`src/rtl/mod17_pkg.sv`:
```
// Constants shared by the mod-17 residue reducer and composer.
package mod17_pkg;

  localparam int unsigned MOD_P    = 17;
  localparam int unsigned MAX_REM  = 16;
  localparam int unsigned MAX_Q    = 252645135;
  localparam int unsigned DATA_W   = 32;
  localparam int unsigned PIPE_LAT = 4;

endpackage : mod17_pkg

```
`src/rtl/mod17_err_counter.sv`:
```
// Saturating event counter with synchronous clear and asynchronous reset.
module mod17_err_counter #(
  parameter int unsigned CNT_W = 16
) (
  input  logic             clk,
  input  logic             rst_n,
  input  logic             clr_i,
  input  logic             inc_i,
  output logic [CNT_W-1:0] cnt_o
);

  logic [CNT_W-1:0] cnt_q;
  logic [CNT_W-1:0] cnt_d;

  // Clear has priority over increment; increment stops at all-ones.
  always_comb begin
    cnt_d = cnt_q;
    if (clr_i) begin
      cnt_d = '0;
    end else if (inc_i && (cnt_q != {CNT_W{1'b1}})) begin
      cnt_d = cnt_q + CNT_W'(1);
    end
  end

  always_ff @(posedge clk or negedge rst_n) begin
    if (!rst_n) begin
      cnt_q <= '0;
    end else begin
      cnt_q <= cnt_d;
    end
  end

  assign cnt_o = cnt_q;

endmodule : mod17_err_counter

```
`src/rtl/mod17_compose.sv`:
```
// Rebuilds dividend = 17*quotient + remainder in a 4-stage free-running pipeline,
// flagging out-of-range remainders and 32-bit overflow.
module mod17_compose
  import mod17_pkg::*;
#(
  parameter int unsigned Q_W   = 28,
  parameter int unsigned CNT_W = 16
) (
  input  logic              clk,
  input  logic              rst_n,
  input  logic              mark_in,
  input  logic [Q_W-1:0]    quotient,
  input  logic [4:0]        reminder,
  input  logic              cnt_clr,
  output logic [DATA_W-1:0] divident,
  output logic              mark_out,
  output logic              err_range,
  output logic              err_ovf,
  output logic [CNT_W-1:0]  err_cnt
);

  localparam int unsigned SUM_W = DATA_W + 1;

  // S1
  logic [Q_W-1:0]    q1_q;
  logic [4:0]        r1_q;
  logic              m1_q;
  // S2
  logic [SUM_W-1:0]  p2_q;
  logic [4:0]        r2_q;
  logic              rng2_q;
  logic              m2_q;
  // S3
  logic [SUM_W-1:0]  s3_q;
  logic              rng3_q;
  logic              m3_q;
  // S4 (outputs)
  logic [DATA_W-1:0] div_q;
  logic              mark_q;
  logic              rng_q;
  logic              ovf_q;

  logic [SUM_W-1:0]  p_d;
  logic              rng_d;
  logic [SUM_W-1:0]  s_d;
  logic              err_any_c;
  logic [DATA_W-1:0] div_d;

  // 17*q computed as (q<<4)+q, carried at 33 bits so overflow is visible.
  always_comb begin
    p_d       = SUM_W'({q1_q, 4'b0000}) + SUM_W'(q1_q);
    rng_d     = (r1_q > 5'(MAX_REM));
    s_d       = p2_q + SUM_W'(r2_q);
    err_any_c = rng3_q | s3_q[DATA_W];
    div_d     = err_any_c ? '0 : s3_q[DATA_W-1:0];
  end

  always_ff @(posedge clk or negedge rst_n) begin
    if (!rst_n) begin
      q1_q   <= '0;
      r1_q   <= '0;
      m1_q   <= 1'b0;
      p2_q   <= '0;
      r2_q   <= '0;
      rng2_q <= 1'b0;
      m2_q   <= 1'b0;
      s3_q   <= '0;
      rng3_q <= 1'b0;
      m3_q   <= 1'b0;
      div_q  <= '0;
      mark_q <= 1'b0;
      rng_q  <= 1'b0;
      ovf_q  <= 1'b0;
    end else begin
      q1_q   <= quotient;
      r1_q   <= reminder;
      m1_q   <= mark_in;
      p2_q   <= p_d;
      r2_q   <= r1_q;
      rng2_q <= rng_d;
      m2_q   <= m1_q;
      s3_q   <= s_d;
      rng3_q <= rng2_q;
      m3_q   <= m2_q;
      div_q  <= div_d;
      mark_q <= m3_q;
      rng_q  <= rng3_q;
      ovf_q  <= s3_q[DATA_W];
    end
  end

  // Counts on the same edge that loads the S4 outputs.
  mod17_err_counter #(
    .CNT_W (CNT_W)
  ) u_err_counter (
    .clk   (clk),
    .rst_n (rst_n),
    .clr_i (cnt_clr),
    .inc_i (m3_q & err_any_c),
    .cnt_o (err_cnt)
  );

  assign divident  = div_q;
  assign mark_out  = mark_q;
  assign err_range = rng_q;
  assign err_ovf   = ovf_q;

endmodule : mod17_compose

```
`config.mk`:
```
export PLATFORM = sky130hd
export DESIGN_NAME = mod17_compose
export DESIGN_NICKNAME = d
export VERILOG_FILES = /design/src/rtl/mod17_pkg.sv /design/src/rtl/mod17_err_counter.sv /design/src/rtl/mod17_compose.sv
export SDC_FILE = /design/constraint.sdc
export NUM_CORES = 1
export LEC_CHECK = 0
export CAP_MARGIN = 20
export CORE_MARGIN = 10
export CORE_UTILIZATION = 25
export DETAILED_ROUTE_END_ITERATION = 10
export HOLD_SLACK_MARGIN = 0.03
export PLACE_DENSITY = 0.52
export SYNTH_ARGS = -nofsm -noshare
export SYNTH_HDL_FRONTEND = slang
export SYNTH_SLANG_ARGS = --single-unit
```
`constraint.sdc`:
```
create_clock -name clk -period 6.1 [get_ports clk]
set_clock_uncertainty 0.05 [all_clocks]
set_input_delay 0.61 -clock clk [delete_from_list [all_inputs] [get_ports clk]]
set_output_delay 0.61 -clock clk [all_outputs]
set_load 0.03 [all_outputs]
```
==> summary.md <==
| Metric | Value |
|---|---|
| Netlist cell types | 52 |
| Cell leakage power | 0.00360 uW |
| DR WL/cell | 13.4 um |
| Final cell count without fillers | 978 |
| Post-CTS setup buffer count | 0 |
| Met3 wire length | 700 um |
| Global-route usage over all layers | under 10% |
| Worst-Skew Late Latency | about 0.41 ns |
| Crit path DAT | 2.83 ns |
| Maximum clock frequency | 392 MHz |
| Placer's final routability congestion estimate | 0.800 |
| Most used standard cells in the synthesized netlist | sky130_fd_sc_hd__dfrtp_1 (160), sky130_fd_sc_hd__xnor2_1 (43), sky130_fd_sc_hd__nand2_1 (36) |
| Mapped Cells | 530 |
| Total CTS buffers | 17 |
| Worst path required time | 6.38 ns |
| Die boundary width | between 150 and 200 um |
| Synth-to-Final Area Change | 29.0% |
| Count of final setup violators | 0 |
| Total number of nets in the final design | roughly 700 |
| Length of routed met2 wiring | 6410 um |
| ANT nets after route | 0 |
| Number of port buffers | 87 |
| Hold buffers post-CTS | 0 |
| Summed instance area of the synthesized netlist | 6570 sq um |
| Max-slew violation count | 0 |
| Dominant synthesized flop cell | sky130_fd_sc_hd__dfrtp_1 |
| Portion of the post-synthesis area used by sequential elements | 60.9% |
| DRC marker count from the first detailed-route iteration | 165 |
| Share of layout cells above drive strength 1 | 7.00% |
| Origin of the critical flop-to-flop path | q1_q[4] |
| Worst IR drop on VDD | 176 uV |
| Post-Syn Area per Cell | 12.4 sq um |
| Number of rows created at floorplan | between 50 and 60 |
| Number of max-capacitance violations reported | 0 |
| Routed vias/inst | between 4 and 5 |
| DRC | 0 |
| Cell type with the largest total area after synthesis | sky130_fd_sc_hd__dfrtp_1 |
| #FFs+latches synth | between 150 and 200 |
| Estimated wirelength of the detail-placed design | 9970 um |
| Most frequent cell after synthesis | sky130_fd_sc_hd__dfrtp_1 |
| Die Y-Extent | 182 um |
| Area enclosed by the die boundary | 33200 sq um |
| Cell types with the largest area share after synthesis | sky130_fd_sc_hd__dfrtp_1 (61%), sky130_fd_sc_hd__xnor2_1 (5.7%), sky130_fd_sc_hd__ha_1 (5.7%) |
| Worst Setup Path Type | register to register |
| Number of resized instances in the post-cts repair step | 0 |
| Type of the tightest min-delay check | primary input to async pin |
| Clock root buffer master | sky130_fd_sc_hd__clkbuf_16 |
| Utilization after layout | 32.6% |
| Number of cells traversed by the worst register-to-register path | 9 |
| Status | finished clean |
| Power density of the placed cells | 330 nW/um^2 |
| Count of TritonRoute iterations in the first routing pass | 4 |
| Mapped Nets | 599 |
| Fraction of registers with async set or reset after synthesis | 100% |
| Setup tns final | 0 ns |
| Clock tree from TritonCTS | built |
| Routed wire length | 13100 um |
| Share of the clock period used by the worst path after layout | 41.9% |
| Vias post-DR | 3979 |
| RSZ-0062 raised after global routing | no |
| I/O pin total | 88 |
| Number of hold violations in the final report | 0 |
| Type of element capturing the critical path | register |
| Effective utilization at floorplan | between 20% and 30% |
| Antenna diode count | 0 |
| Core Box Area | about 26000 sq um |
| Max Root-Sink Buffers | 2 |
| Critical register-to-register path endpoint | p2_q[30] |
| Worst slew pin tran | 0.915 ns |
| Clock edge transition at the registers on the reported setup and hold paths | 0.06 ns |
| Number of enable flip-flop cells after synthesis | 0 |
| Headroom to the max-slew limit | 39.0% |
| Number of antenna violations at the first check in global routing | 0 |
| Proportion of netlist area held by the largest area contributor | 60.9% |
| Number of clock sinks | 160 |
| Number of global-route vias before repair | ~4300 |
| First-pass GRT wire length | 22200 um |
| Minimum clock period | 2.55 ns |
| Setup slack of the worst register-to-register path | between 3 and 4 ns |
| Largest driver fanout on the critical path | 4 |
| Final total power | 2790 uW |
| Global-route congestion overflow total | 0 |
| # H-tree levels | 4 |
| Warnings from Yosys | 0 |
| Highest Signal Layer | met4 |
| Pin count of the biggest net entering global routing | 102 |
| M1 WL | around 5900 um |
| Critical path startpoint category | register |
| Cell total after placement | 946 |
cell usage in the layout, fill, tap and decap left out, types with 4 or more instances in the layout:
cell                              Yosys  routed
sky130_fd_sc_hd__dfrtp_1            160     160
sky130_fd_sc_hd__clkdlybuf4s50_1      0      86
sky130_fd_sc_hd__xnor2_1             43      43
sky130_fd_sc_hd__nand2_1             36      36
sky130_fd_sc_hd__nor2_1              35      35
sky130_fd_sc_hd__and2_1              34      34
sky130_fd_sc_hd__ha_1                30      30
sky130_fd_sc_hd__nand3_1             24      24
sky130_fd_sc_hd__xor2_1              24      24
sky130_fd_sc_hd__a21oi_1             23      23
sky130_fd_sc_hd__clkbuf_16            0      17
sky130_fd_sc_hd__nand4_1             12      12
sky130_fd_sc_hd__and3_1              10      10
sky130_fd_sc_hd__inv_1                9       9
sky130_fd_sc_hd__a21o_1               9       9
sky130_fd_sc_hd__o21ai_1              8       8
sky130_fd_sc_hd__o21a_1               6       6
sky130_fd_sc_hd__nor3_1               5       5
sky130_fd_sc_hd__o21ai_0              5       5
sky130_fd_sc_hd__o21bai_1             4       4
sky130_fd_sc_hd__a211oi_1             4       4
sky130_fd_sc_hd__clkinv_2             0       4
sky130_fd_sc_hd__bufinv_16            0       4
kinds of logic (layout without fill, tap and decap cells):
kind of cell,after synthesis,in the layout,share of synthesized area (%)
and+or+nand+nor,172,172,13.7
DFF,160,160,60.9
buffers and inverters,17,130,1.03
xor gates and xnor gates,67,67,8.93
muxes,1,1,0.152
adders and majority gates,32,32,6.32
AOI/OAI and AO/OA,81,81,8.89
where the power goes:
group          leakage [uW]  switching [uW]  internal (uW)
registers           0.00194            66.1           1190
logic               0.00134             230            189
clock network      0.000310             400            717
total               0.00360             696           2100
final cells by class:
class | instances | area, sq um
clock buffers | 22 | 474
flip-flops and latches | 160 | 4000
fillers | 2616 | 17500
multi-input cells | 353 | 2500
inverters | 9 | 33.8
well taps | 335 | 419
repair buffers | 89 | 887
clock inverters | 10 | 156
worst max-delay path by stage:
stage            start  endpoint  slack [ns]  depth (start not counted)
6_report       q1_q[4]  p2_q[30]        3.55                          9
5_1_grt        q1_q[4]  p2_q[30]        3.40                          9
4_1_cts        q1_q[4]  p2_q[30]        3.53                          9
3_5_place_dp   q1_q[4]  p2_q[30]        3.55                          9
3_3_place_gp   q1_q[4]  p2_q[30]        3.58                          9
2_1_floorplan  q1_q[4]  p2_q[30]        3.76                          9
registers in the layout, indices dropped and copies added, names as in the netlist:
register             count
err_ovf                  1
r1_q                     5
u_err_counter.cnt_o     16
p2_q                    33
rng3_q                   1
m3_q                     1
m2_q                     1
m1_q                     1
divident                32
q1_q                    28
mark_out                 1
r2_q                     5
err_range                1
rng2_q                   1
s3_q                    33
metal layers:
metal / up-vias / global-route usage [%]
met2: 74 / 13.3
met4: 0 / 3.38
met3: 8 / 2.81
li1: 2027 / -
met5: - / 0
met1: 1870 / 9.90
stage by stage:
| stage | area (sq um) | worst slack (ns) | hold WS, ns |
|---|---|---|---|
| 2_1_floorplan | 6570 | 3.76 | 0.264 |
| 3_3_place_gp | 7840 | 3.58 | 0.284 |
| 3_5_place_dp | 7840 | 3.55 | 0.286 |
| 4_1_cts | 8470 | 3.53 | 0.300 |
| 5_1_grt | 8470 | 3.40 | 0.304 |
| 6_report | 8470 | 3.55 | 0.238 |
worst max-delay path: stages, from the launching register on:
cell	delay [ns]
sky130_fd_sc_hd__dfrtp_1	0.38
sky130_fd_sc_hd__ha_1	0.24
sky130_fd_sc_hd__fa_1	0.40
sky130_fd_sc_hd__a21oi_1	0.24
sky130_fd_sc_hd__o211ai_2	0.17
sky130_fd_sc_hd__a211o_1	0.34
sky130_fd_sc_hd__a41oi_2	0.27
sky130_fd_sc_hd__o211ai_1	0.14
sky130_fd_sc_hd__nand4_1	0.12
sky130_fd_sc_hd__xnor2_1	0.12
No activity file was read; power rests on OpenSTA's default activity.
